$ cat config.mk
export PLATFORM = sky130hd
export DESIGN_NAME = user_obi_mgr_mux_flat
export DESIGN_NICKNAME = d
export VERILOG_FILES = /design/src/rtl/user_obi_mgr_mux_pkg.sv /design/src/rtl/user_obi_mgr_mux_if.sv /design/src/rtl/user_obi_id_fifo.sv /design/src/rtl/user_obi_mgr_mux.sv /design/src/flat_wrapper.sv
export SDC_FILE = /design/constraint.sdc
export NUM_CORES = 1
export LEC_CHECK = 0
export CAP_MARGIN = 20
export CORE_AREA = 2 2 122 124
export CTS_BUF_LIST = sky130_fd_sc_hd__clkbuf_4 sky130_fd_sc_hd__clkbuf_8 sky130_fd_sc_hd__clkbuf_16
export CTS_CLUSTER_DIAMETER = 200
export DETAILED_ROUTE_END_ITERATION = 6
export DIE_AREA = 0 0 124 126
export MAX_ROUTING_LAYER = met4
export SYNTH_ARGS = -nofsm -noshare
export SYNTH_HDL_FRONTEND = slang
export SYNTH_SLANG_ARGS = --single-unit
$ cat constraint.sdc
create_clock -name clk_i -period 1.8 [get_ports clk_i]
set_clock_uncertainty 0.2 [all_clocks]
set_input_delay 0.18 -clock clk_i [delete_from_list [all_inputs] [get_ports clk_i]]
set_output_delay 0.18 -clock clk_i [all_outputs]
set_load 0.05 [all_outputs]
$ cat src/rtl/user_obi_mgr_mux_pkg.sv
// Shared types and defaults for the user-domain OBI manager multiplexer.
// Optional build macro used by the mux: USER_OBI_MUX_STATS_EN (per-port grant counters).
package user_obi_mgr_mux_pkg;

  localparam int unsigned UserMgrMuxPorts = 2;
  localparam int unsigned UserMgrMaxTrans = 2;

  // Width needed to hold an index in [0, n-1], never less than one bit.
  function automatic int unsigned idx_width(input int unsigned n);
    return (n > 32'd1) ? $clog2(n) : 32'd1;
  endfunction

  typedef logic [idx_width(UserMgrMuxPorts)-1:0] user_mgr_idx_t;

  typedef struct packed {
    logic [31:0] addr;
    logic        we;
    logic [3:0]  be;
    logic [31:0] wdata;
  } mgr_obi_a_chan_t;

  typedef struct packed {
    mgr_obi_a_chan_t a;
    logic            req;
  } mgr_obi_req_t;

  typedef struct packed {
    logic [31:0] rdata;
    logic        err;
  } mgr_obi_r_chan_t;

  typedef struct packed {
    logic            gnt;
    logic            rvalid;
    mgr_obi_r_chan_t r;
  } mgr_obi_rsp_t;

endpackage

$ cat src/rtl/user_obi_mgr_mux_if.sv
// Bus bundle around the manager mux: the upstream manager ports on one side
// and the single merged manager port toward the crossbar on the other.
// The slave modport is the mux's view; master is the surrounding system's view.
interface user_obi_mgr_mux_if
  import user_obi_mgr_mux_pkg::*;
#(
  parameter int unsigned NumSbrPorts = UserMgrMuxPorts
);

  mgr_obi_req_t [NumSbrPorts-1:0] sbr_ports_req_i;
  mgr_obi_rsp_t [NumSbrPorts-1:0] sbr_ports_rsp_o;
  mgr_obi_req_t                   mgr_port_req_o;
  mgr_obi_rsp_t                   mgr_port_rsp_i;

  modport slave (
    input  sbr_ports_req_i,
    output sbr_ports_rsp_o,
    output mgr_port_req_o,
    input  mgr_port_rsp_i
  );

  modport master (
    output sbr_ports_req_i,
    input  sbr_ports_rsp_o,
    input  mgr_port_req_o,
    output mgr_port_rsp_i
  );

endinterface

$ cat src/rtl/user_obi_id_fifo.sv
// In-order FIFO of upstream port indices, one entry per outstanding
// transaction. Push while full and pop while empty are ignored.
module user_obi_id_fifo
  import user_obi_mgr_mux_pkg::*;
#(
  parameter int unsigned Depth = 2,
  parameter int unsigned Width = 1
) (
  input  logic             clk_i,
  input  logic             rst_i,
  input  logic             push_i,
  input  logic [Width-1:0] data_i,
  input  logic             pop_i,
  output logic             full_o,
  output logic             empty_o,
  output logic [Width-1:0] head_o
);

  localparam int unsigned PtrW = idx_width(Depth);
  localparam int unsigned CntW = $clog2(Depth + 1);

  logic [Width-1:0] mem_q [Depth];
  logic [PtrW-1:0]  wr_ptr_q, rd_ptr_q;
  logic [CntW-1:0]  cnt_q;
  logic             do_push, do_pop;

  function automatic logic [PtrW-1:0] ptr_inc(input logic [PtrW-1:0] p);
    return (p == PtrW'(Depth - 1)) ? '0 : p + 1'b1;
  endfunction

  assign full_o  = (cnt_q == CntW'(Depth));
  assign empty_o = (cnt_q == '0);
  assign head_o  = mem_q[rd_ptr_q];
  assign do_push = push_i && !full_o;
  assign do_pop  = pop_i && !empty_o;

  // Storage array; contents are don't-care while the count says empty.
  always_ff @(posedge clk_i) begin
    if (do_push) mem_q[wr_ptr_q] <= data_i;
  end

  // Pointer and occupancy bookkeeping; a simultaneous push and pop keeps the count.
  always_ff @(posedge clk_i or posedge rst_i) begin
    if (rst_i) begin
      wr_ptr_q <= '0;
      rd_ptr_q <= '0;
      cnt_q    <= '0;
    end else begin
      if (do_push) wr_ptr_q <= ptr_inc(wr_ptr_q);
      if (do_pop)  rd_ptr_q <= ptr_inc(rd_ptr_q);
      if (do_push && !do_pop)      cnt_q <= cnt_q + CntW'(1);
      else if (do_pop && !do_push) cnt_q <= cnt_q - CntW'(1);
    end
  end

endmodule

$ cat src/rtl/user_obi_mgr_mux.sv
// N-to-1 OBI manager multiplexer: round-robin arbitration of the upstream
// managers onto one manager port, with in-order response steering via an
// index FIFO. The A channel is held on the same port from an ungranted
// request until its grant.
// Build macro USER_OBI_MUX_STATS_EN adds grant_cnt_o (one wrapping 32-bit
// handshake counter per upstream port).
module user_obi_mgr_mux
  import user_obi_mgr_mux_pkg::*;
#(
  parameter int unsigned NumSbrPorts = UserMgrMuxPorts,
  parameter int unsigned NumMaxTrans = UserMgrMaxTrans
) (
  input  logic                           clk_i,
  input  logic                           rst_i,
  user_obi_mgr_mux_if.slave              bus_if,
  output logic                           unexpected_rsp_o
`ifdef USER_OBI_MUX_STATS_EN
  ,
  output logic [NumSbrPorts-1:0][31:0]   grant_cnt_o
`endif
);

  localparam int unsigned IdxW = idx_width(NumSbrPorts);
  typedef logic [IdxW-1:0] idx_t;

  mgr_obi_req_t [NumSbrPorts-1:0] sbr_req;
  mgr_obi_rsp_t [NumSbrPorts-1:0] sbr_rsp;
  mgr_obi_rsp_t                   mgr_rsp;
  mgr_obi_req_t                   mgr_req;

  idx_t rr_q, rr_d;
  idx_t lock_idx_q;
  logic lock_q;
  idx_t win;
  logic req_out, hs, pop;
  logic fifo_full, fifo_empty;
  idx_t fifo_head;

  assign sbr_req = bus_if.sbr_ports_req_i;
  assign mgr_rsp = bus_if.mgr_port_rsp_i;

  // Winner selection: first requester at or after the pointer, unless a
  // pending ungranted request has locked the selection.
  always_comb begin
    logic found;
    int   c;
    idx_t cand;
    win   = rr_q;
    found = 1'b0;
    c     = 0;
    cand  = '0;
    for (int k = 0; k < int'(NumSbrPorts); k++) begin
      c = int'(rr_q) + k;
      if (c >= int'(NumSbrPorts)) c = c - int'(NumSbrPorts);
      cand = idx_t'(c);
      if (!found && sbr_req[cand].req) begin
        found = 1'b1;
        win   = cand;
      end
    end
    if (lock_q) win = lock_idx_q;
  end

  // A full FIFO blocks requests outright, even when a pop frees a slot this
  // cycle, so the grant never depends combinationally on rvalid.
  assign req_out = sbr_req[win].req && !fifo_full && !rst_i;
  assign hs      = req_out && mgr_rsp.gnt;
  assign pop     = mgr_rsp.rvalid && !fifo_empty && !rst_i;
  assign rr_d    = (win == idx_t'(NumSbrPorts - 1)) ? '0 : idx_t'(win + idx_t'(1));

  assign unexpected_rsp_o = mgr_rsp.rvalid && fifo_empty && !rst_i;

  // Merged A channel toward the crossbar.
  always_comb begin
    mgr_req     = '0;
    mgr_req.a   = sbr_req[win].a;
    mgr_req.req = req_out;
  end
  assign bus_if.mgr_port_req_o = mgr_req;

  // Grant to the winner only; response data broadcast, rvalid to the FIFO head.
  always_comb begin
    sbr_rsp = '0;
    for (int i = 0; i < int'(NumSbrPorts); i++) begin
      sbr_rsp[i].gnt    = hs && (win == idx_t'(i));
      sbr_rsp[i].rvalid = pop && (fifo_head == idx_t'(i));
      sbr_rsp[i].r      = mgr_rsp.r;
    end
  end
  assign bus_if.sbr_ports_rsp_o = sbr_rsp;

  // Round-robin pointer and A-channel lock.
  always_ff @(posedge clk_i or posedge rst_i) begin
    if (rst_i) begin
      rr_q       <= '0;
      lock_q     <= 1'b0;
      lock_idx_q <= '0;
    end else if (hs) begin
      rr_q   <= rr_d;
      lock_q <= 1'b0;
    end else if (req_out) begin
      lock_q     <= 1'b1;
      lock_idx_q <= win;
    end
  end

  user_obi_id_fifo #(
    .Depth (NumMaxTrans),
    .Width (IdxW)
  ) u_id_fifo (
    .clk_i   (clk_i),
    .rst_i   (rst_i),
    .push_i  (hs),
    .data_i  (win),
    .pop_i   (pop),
    .full_o  (fifo_full),
    .empty_o (fifo_empty),
    .head_o  (fifo_head)
  );

`ifdef USER_OBI_MUX_STATS_EN
  logic [NumSbrPorts-1:0][31:0] grant_cnt_q;

  // Per-port handshake counters, wrapping naturally at 2^32.
  always_ff @(posedge clk_i or posedge rst_i) begin
    if (rst_i) begin
      grant_cnt_q <= '0;
    end else begin
      for (int i = 0; i < int'(NumSbrPorts); i++) begin
        if (sbr_rsp[i].gnt) grant_cnt_q[i] <= grant_cnt_q[i] + 32'd1;
      end
    end
  end

  assign grant_cnt_o = grant_cnt_q;
`endif

endmodule

$ cat src/flat_wrapper.sv
// flat-port wrapper written by rule: the top's interface ports become plain ports
module user_obi_mgr_mux_flat import user_obi_mgr_mux_pkg::*;
#(
  parameter int unsigned NumSbrPorts = UserMgrMuxPorts,
  parameter int unsigned NumMaxTrans = UserMgrMaxTrans
)
  (clk_i, rst_i, unexpected_rsp_o, bus_if_sbr_ports_req_i, bus_if_sbr_ports_rsp_o, bus_if_mgr_port_req_o, bus_if_mgr_port_rsp_i);
  user_obi_mgr_mux_if #(.NumSbrPorts(NumSbrPorts)) bus_if_i ();
  input  logic clk_i;
  input  logic rst_i;
  output logic unexpected_rsp_o;
  input wire logic [$bits(bus_if_i.sbr_ports_req_i)-1:0] bus_if_sbr_ports_req_i;
  output wire logic [$bits(bus_if_i.sbr_ports_rsp_o)-1:0] bus_if_sbr_ports_rsp_o;
  output wire logic [$bits(bus_if_i.mgr_port_req_o)-1:0] bus_if_mgr_port_req_o;
  input wire logic [$bits(bus_if_i.mgr_port_rsp_i)-1:0] bus_if_mgr_port_rsp_i;
  assign bus_if_i.sbr_ports_req_i = bus_if_sbr_ports_req_i;
  assign bus_if_sbr_ports_rsp_o = bus_if_i.sbr_ports_rsp_o;
  assign bus_if_mgr_port_req_o = bus_if_i.mgr_port_req_o;
  assign bus_if_i.mgr_port_rsp_i = bus_if_mgr_port_rsp_i;
  user_obi_mgr_mux #(.NumSbrPorts(NumSbrPorts), .NumMaxTrans(NumMaxTrans)) u_core (.clk_i(clk_i), .rst_i(rst_i), .bus_if(bus_if_i), .unexpected_rsp_o(unexpected_rsp_o));
endmodule
# After elaboration in Yosys (flattened, before gate mapping)
# Memories as Yosys holds them, arrays and structs flattened.
# Index checks and enable logic that the tools add are counted.
# totals
mem_bits_rw,2
memories,1
output_inout_bits,141
latch_bits,0
in_bits,177
register_bits,7
elab_cells,71
rom_bits,0
# classes
n_div,0
n_eq_ne,1
magnitude_cmp,5
addsub,8
n_reduce_logical,26
mux,21
bitwise_logic,3
shifts,0
n_mul,0
# mem_list
name,depth,word_bits,rd,rd_ports_with_merged_regs,write_ports,line_no,source
u_core.u_id_fifo.mem_q,2,1,1,0,1,user_obi_id_fifo.sv:22,logic [Width-1:0] mem_q [Depth];
# ops
op,count
2-to-1 mux 70 bit,2
2-to-1 mux 1 bit,17
logical AND 1 bit,16
logical NOT 1 bit,6
"less-than comparator 1 x 2 -> 1 bit, second input constant",3
2-to-1 mux 2 bit,2
nonzero test 2 bit,2
"adder 1 bit, second input constant",3
inverter 1 bit,3
"adder 1 x 1 -> 2 bit, second input constant",1
"adder 2 x 1 -> 2 bit, second input constant",1
"equality test 2 bit, second input constant",1
">= comparator 1 x 2 -> 1 bit, second input constant",1
">= comparator 2 bit, second input constant",1
logical NOT 2 bit,1
AND reduction 2 bit,1
"subtractor 1 bit, second input constant",2
"subtractor 2 x 1 -> 2 bit, second input constant",1

# Longest topological paths before layout
# logic_depth
depth_word,19
ltp_mapped,8
mapped_depth_nobuf,8

# Cells and area by module
# A second synthesis with hierarchy kept.
# unflattened
cells_unflattened,202
hier_area_um2,2183.3
# by_module_without_submodules
module,area_each_um2,seq_area_each_um2,instances,cells_per_inst
user_obi_mgr_mux,1911.8,75.1,1,179
user_obi_id_fifo,271.5,160.2,1,23

# Worst setup path before layout
# Ideal clock, no wire load.
# synth_path
path_kind,flip-flop to output port
from,register u_core.lock_q
to,output bus_if_sbr_ports_rsp_o[69]
setup_slack_ns,-0.231
t_required_ns,1.420
n_path_buf,2
arrival_time_ns,1.651
path_stages_with_launch,5
path_cell_list,dfrtp_1 -> o31a_1 -> buf_6 -> buf_6 -> nor2_1
# synth_via
elab_chain_cells,7
# synth_rtl
item,line_no,source
"start, declared",user_obi_mgr_mux.sv:33,logic lock_q;
"start signal, assigned",user_obi_mgr_mux.sv:96,lock_q <= 1'b0;
"start signal, assigned",user_obi_mgr_mux.sv:100,lock_q <= 1'b0;
"start signal, assigned",user_obi_mgr_mux.sv:102,lock_q <= 1'b1;
2-to-1 mux 1 bit *,user_obi_mgr_mux.sv:61,if (lock_q) win = lock_idx_q;
2-to-1 mux 70 bit (not written as such) (2 in series),user_obi_mgr_mux.sv:66,assign req_out = sbr_req[win].req && !fifo_full && !rst_i;
logical AND 1 bit (2 in series),user_obi_mgr_mux.sv:66,
logical AND 1 bit,user_obi_mgr_mux.sv:67,assign hs = req_out && mgr_rsp.gnt;
logical AND 1 bit *,user_obi_mgr_mux.sv:85,sbr_rsp[i].gnt = hs && (win == idx_t'(i));
"end, declared",flat_wrapper.sv:13,output wire logic [$bits(bus_if_i.sbr_ports_rsp_o)-1:0] bus_if_sbr_ports_rsp_o;
# Every way passes the cells marked *; elsewhere a longest branch is shown, timed or not. The select of a mux whose other input is x is not followed.

# Worst setup path after layout
# layout_path
from,register u_core.rr_q
to,output bus_if_mgr_port_req_o[26]
# layout_via
elab_chain_cells,11
word_cells_on_any_way,19
# layout_rtl
item,line_no,source
"start, declared",user_obi_mgr_mux.sv:31,"idx_t rr_q, rr_d;"
"start signal, assigned",user_obi_mgr_mux.sv:99,rr_q <= rr_d;
>= comparator 1 x 2 -> 1 bit or subtractor 1 bit (tied branches),user_obi_mgr_mux.sv:54,if (c >= int'(NumSbrPorts)) c = c - int'(NumSbrPorts);
2-to-1 mux 1 bit,user_obi_mgr_mux.sv:54,
2-to-1 mux 1 bit (not written as such) (2 in series),user_obi_mgr_mux.sv:56,if (!found && sbr_req[cand].req) begin
2-to-1 mux 1 bit,user_obi_mgr_mux.sv:56,
logical NOT 1 bit,user_obi_mgr_mux.sv:56,
logical AND 1 bit,user_obi_mgr_mux.sv:56,
2-to-1 mux 1 bit *,user_obi_mgr_mux.sv:56,
2-to-1 mux 1 bit *,user_obi_mgr_mux.sv:61,
2-to-1 mux 70 bit * (2 in series),n/a,
"end, declared",flat_wrapper.sv:14,output wire logic [$bits(bus_if_i.mgr_port_req_o)-1:0] bus_if_mgr_port_req_o;
# Marks and branches as above.

==> summary.txt <==
Final layout
  – Fin cells: 564
  – Most frequent cells in the layout: clkdlybuf4s50_1, mux2_4, buf_6
  – Area Growth Syn to Fin: 123%
  – Share of cells above drive strength 1: 0.524
  – Final core utilization: 0.336
  – Nets: ~560
  – Most common cell after layout, fill and taps aside: clkdlybuf4s50_1
  – Fillcell total: ~1400
  – Antenna cells: 0

Placed design
  – IO buf count: between 200 and 250
  – GP Congestion: approximately 0.91
  – HPWL Detailed: around 7.3 mm
  – Placed insts: approximately 550

Drt
  – Drt wl/cell: about 16 um
  – Via/cell ratio: between 3 and 4
  – Remaining DRCs: 0
  – Total number of vias: a little over 2000
  – Routed Wire Length: about 9 mm
  – DR pass1 iterations: 4
  – Initial DRC Count: 52
  – Remaining antenna violation count: 0

CTS
  – H-tree depth: 1
  – Clock edge transition at the registers on the reported setup and hold paths: 0.04 ns
  – Clk sinks: 9
  – CTS tree: built
  – Clock Latency Late Sink: about 0.24 ns
  – Num CTS Buffers: 3
  – Clock Path Buffers: 2
  – CTS root buf: clkbuf_16

STA
  – RSZ-0062 raised after global routing: yes
  – Final setup viols: 73
  – Final Slew Violations: 0
  – Max-slew headroom: 0.777
  – Worst-Margin Slew: about 0.33 ns
  – Fin crit share: 1.22
  – Max Clk Rate: between 0.4 and 0.5 GHz
  – Setup ws final: -0.403 ns
  – Hold Vio Cnt, Final: 0
  – Hold WS: roughly 0.16 ns
  – Crit path time final: around 2.2 ns

Synth
  – Synth Instances: 196
  – #FFs+latches synth: 9
  – YS warnings: 0
  – Synth Area per Inst: 11.0 um2
  – Area leader, netlist: mux2_4
  – Netlist cell types: 25
  – Synth top area cells: mux2_4, buf_4, dfrtp_1, buf_12, edfxtp_1
  – Synth Net Count: about 370
  – Post-synth top area share: 0.458
  – Sequential fraction of the synthesis area: 0.109
  – Cell Area, Synth: 2160 um2

Floorplanning
  – Core area: between 10000 and 15000 um2
  – I/O pin count: about 320
  – Die Span X: approximately 120 um
  – Die area: 15600 um2
  – Die Y: approximately 130 um
  – Initial Utilization: 0.151
  – Core Rows: 44

Power and ir drop
  – Pwr dens: 1760 nW/um2
  – Leak: about 2.2 nW
  – Peak supply drop: slightly above 0.6 mV
  – Final Power: roughly 8.5 mW

Global routing
  – Initial antenna violation count: 0
  – Global-route wire length before repair: ~12 mm
  – Largest net degree at the start of global routing: 9
  – Vias in the first global route: between 2000 and 2500
  – Remaining Overflow, GRT: 0
  – Total Routing Usage GR: 0.107

Min path
  – Worst min-delay path class: in2out

Setup path
  – CP Class: reg2out
  – Crit path launch type: register
  – Crit path arrival time: between 1.5 and 2 ns
  – Worst Setup End Kind: output port
  – Critical Path RT: about 1.4 ns
  – CP Max Fanout: 8

Status
  – Outcome: complete, but fails checks
  – Failing checks: negative setup slack

Flow run
  – Max_cap viols: 0
-- cells by family (layout without fill, tap and decap cells) --
| family | count (synthesis) | in the layout | share of synthesized area |
|---|---|---|---|
| buf+inv | 79 | 263 | 0.306 |
| compound gates | 11 | 11 | 0.0307 |
| fa+ha+maj | 1 | 1 | 0.00579 |
| mux | 71 | 71 | 0.483 |
| simple gates | 20 | 20 | 0.0457 |
| xor+xnor | 5 | 5 | 0.0203 |
| flops | 9 | 9 | 0.109 |
-- cell usage after synthesis, drive strengths merged --
| library cell | n |
|---|---|
| o21ai | 4 |
| o31ai | 1 |
| xnor2 | 3 |
| ha | 1 |
| a31oi | 1 |
| nor2b | 3 |
| mux2 | 69 |
| nand2b | 1 |
| edfxtp | 2 |
| mux2i | 2 |
| o2bb2ai | 1 |
| xor2 | 2 |
| nor3b | 1 |
| and3 | 4 |
| buf | 75 |
| inv | 4 |
| nand2 | 4 |
| a21oi | 3 |
| nor2 | 7 |
| o31a | 1 |
| dfrtp | 7 |
-- worst paths after layout --
path | from | endpoint | slack, ns | cells after the start
worst max-delay path | u_core.rr_q | bus_if_mgr_port_req_o[26] | -0.40 | 6
worst min-delay path | bus_if_mgr_port_rsp_i[6] | bus_if_sbr_ports_rsp_o[41] | 0.16 | 0
worst max register to register | u_core.lock_idx_q | u_core.u_id_fifo.cnt_q[1] | -0.03 | 9
worst min register to register | u_core.u_id_fifo.wr_ptr_q | u_core.u_id_fifo.wr_ptr_q | 0.29 | 1
max in group asynchronous | rst_i | u_core.u_id_fifo.wr_ptr_q | 0.71 | 4
min in group asynchronous | rst_i | u_core.lock_q | 0.44 | 4
-- stage by stage --
step	setup TNS (ns)	cell area (um2)	worst slack (ns)
after detailed placement	-38.00	4070	-0.553
after CTS	-28.57	4770	-0.485
final	-26.89	4810	-0.403
after global placement	-37.06	4070	-0.529
after floorplan	0	2180	0.00225
after global routing	-29.96	4810	-0.441
-- sequential cells by signal, indices dropped and copies added, names as in the netlist --
| signal | flops |
|---|---|
| u_core.u_id_fifo.wr_ptr_q | 1 |
| u_core.u_id_fifo.cnt_q | 2 |
| u_core.lock_q | 1 |
| u_core.u_id_fifo.mem_q | 2 |
| u_core.u_id_fifo.rd_ptr_q | 1 |
| u_core.lock_idx_q | 1 |
| u_core.rr_q | 1 |
-- critical path, stage by stage, from the launching register on --
cell and delay, ns:
dfrtp_1 0.37, a21oi_2 0.05, o31a_4 0.38, buf_12 0.16
buf_16 0.15, mux2_4 0.30, buf_8 0.15
-- power breakdown --
group          switching [mW]  internal [mW]
Combinational            3.87           3.82
Sequential             0.0619          0.298
Clock                   0.101          0.311
-- what timing repair did --
item / in CTS / in global routing
setup endpoints to repair: 75 / 76
hold buffers: 0 / 1
hold endpoints to repair: 0 / 7
cloned: 4 / 0
buffers inserted: 4 / 2
pin swaps: 3 / 6
gates resized for setup: 126 / 17
-- layer usage --
| metal | routed length (um) | global-route usage |
|---|---|---|
| met1 | 3080 | 0.103 |
| met4 | 91 | 0.0225 |
| met3 | 1150 | 0.0376 |
| met5 | 0 | - |
| met2 | 4820 | 0.201 |
-- layout make-up --
type	instances	area, um2	area share
repair buffers	255	2880	0.599
multi-input cells	108	1370	0.284
flip-flops and latches	9	235	0.0489
well taps	184	230	0.0478
clock buffers	4	82.6	0.0172
inverters	4	15.0	0.00312
Note: power is estimated with default switching activity, not from simulation.
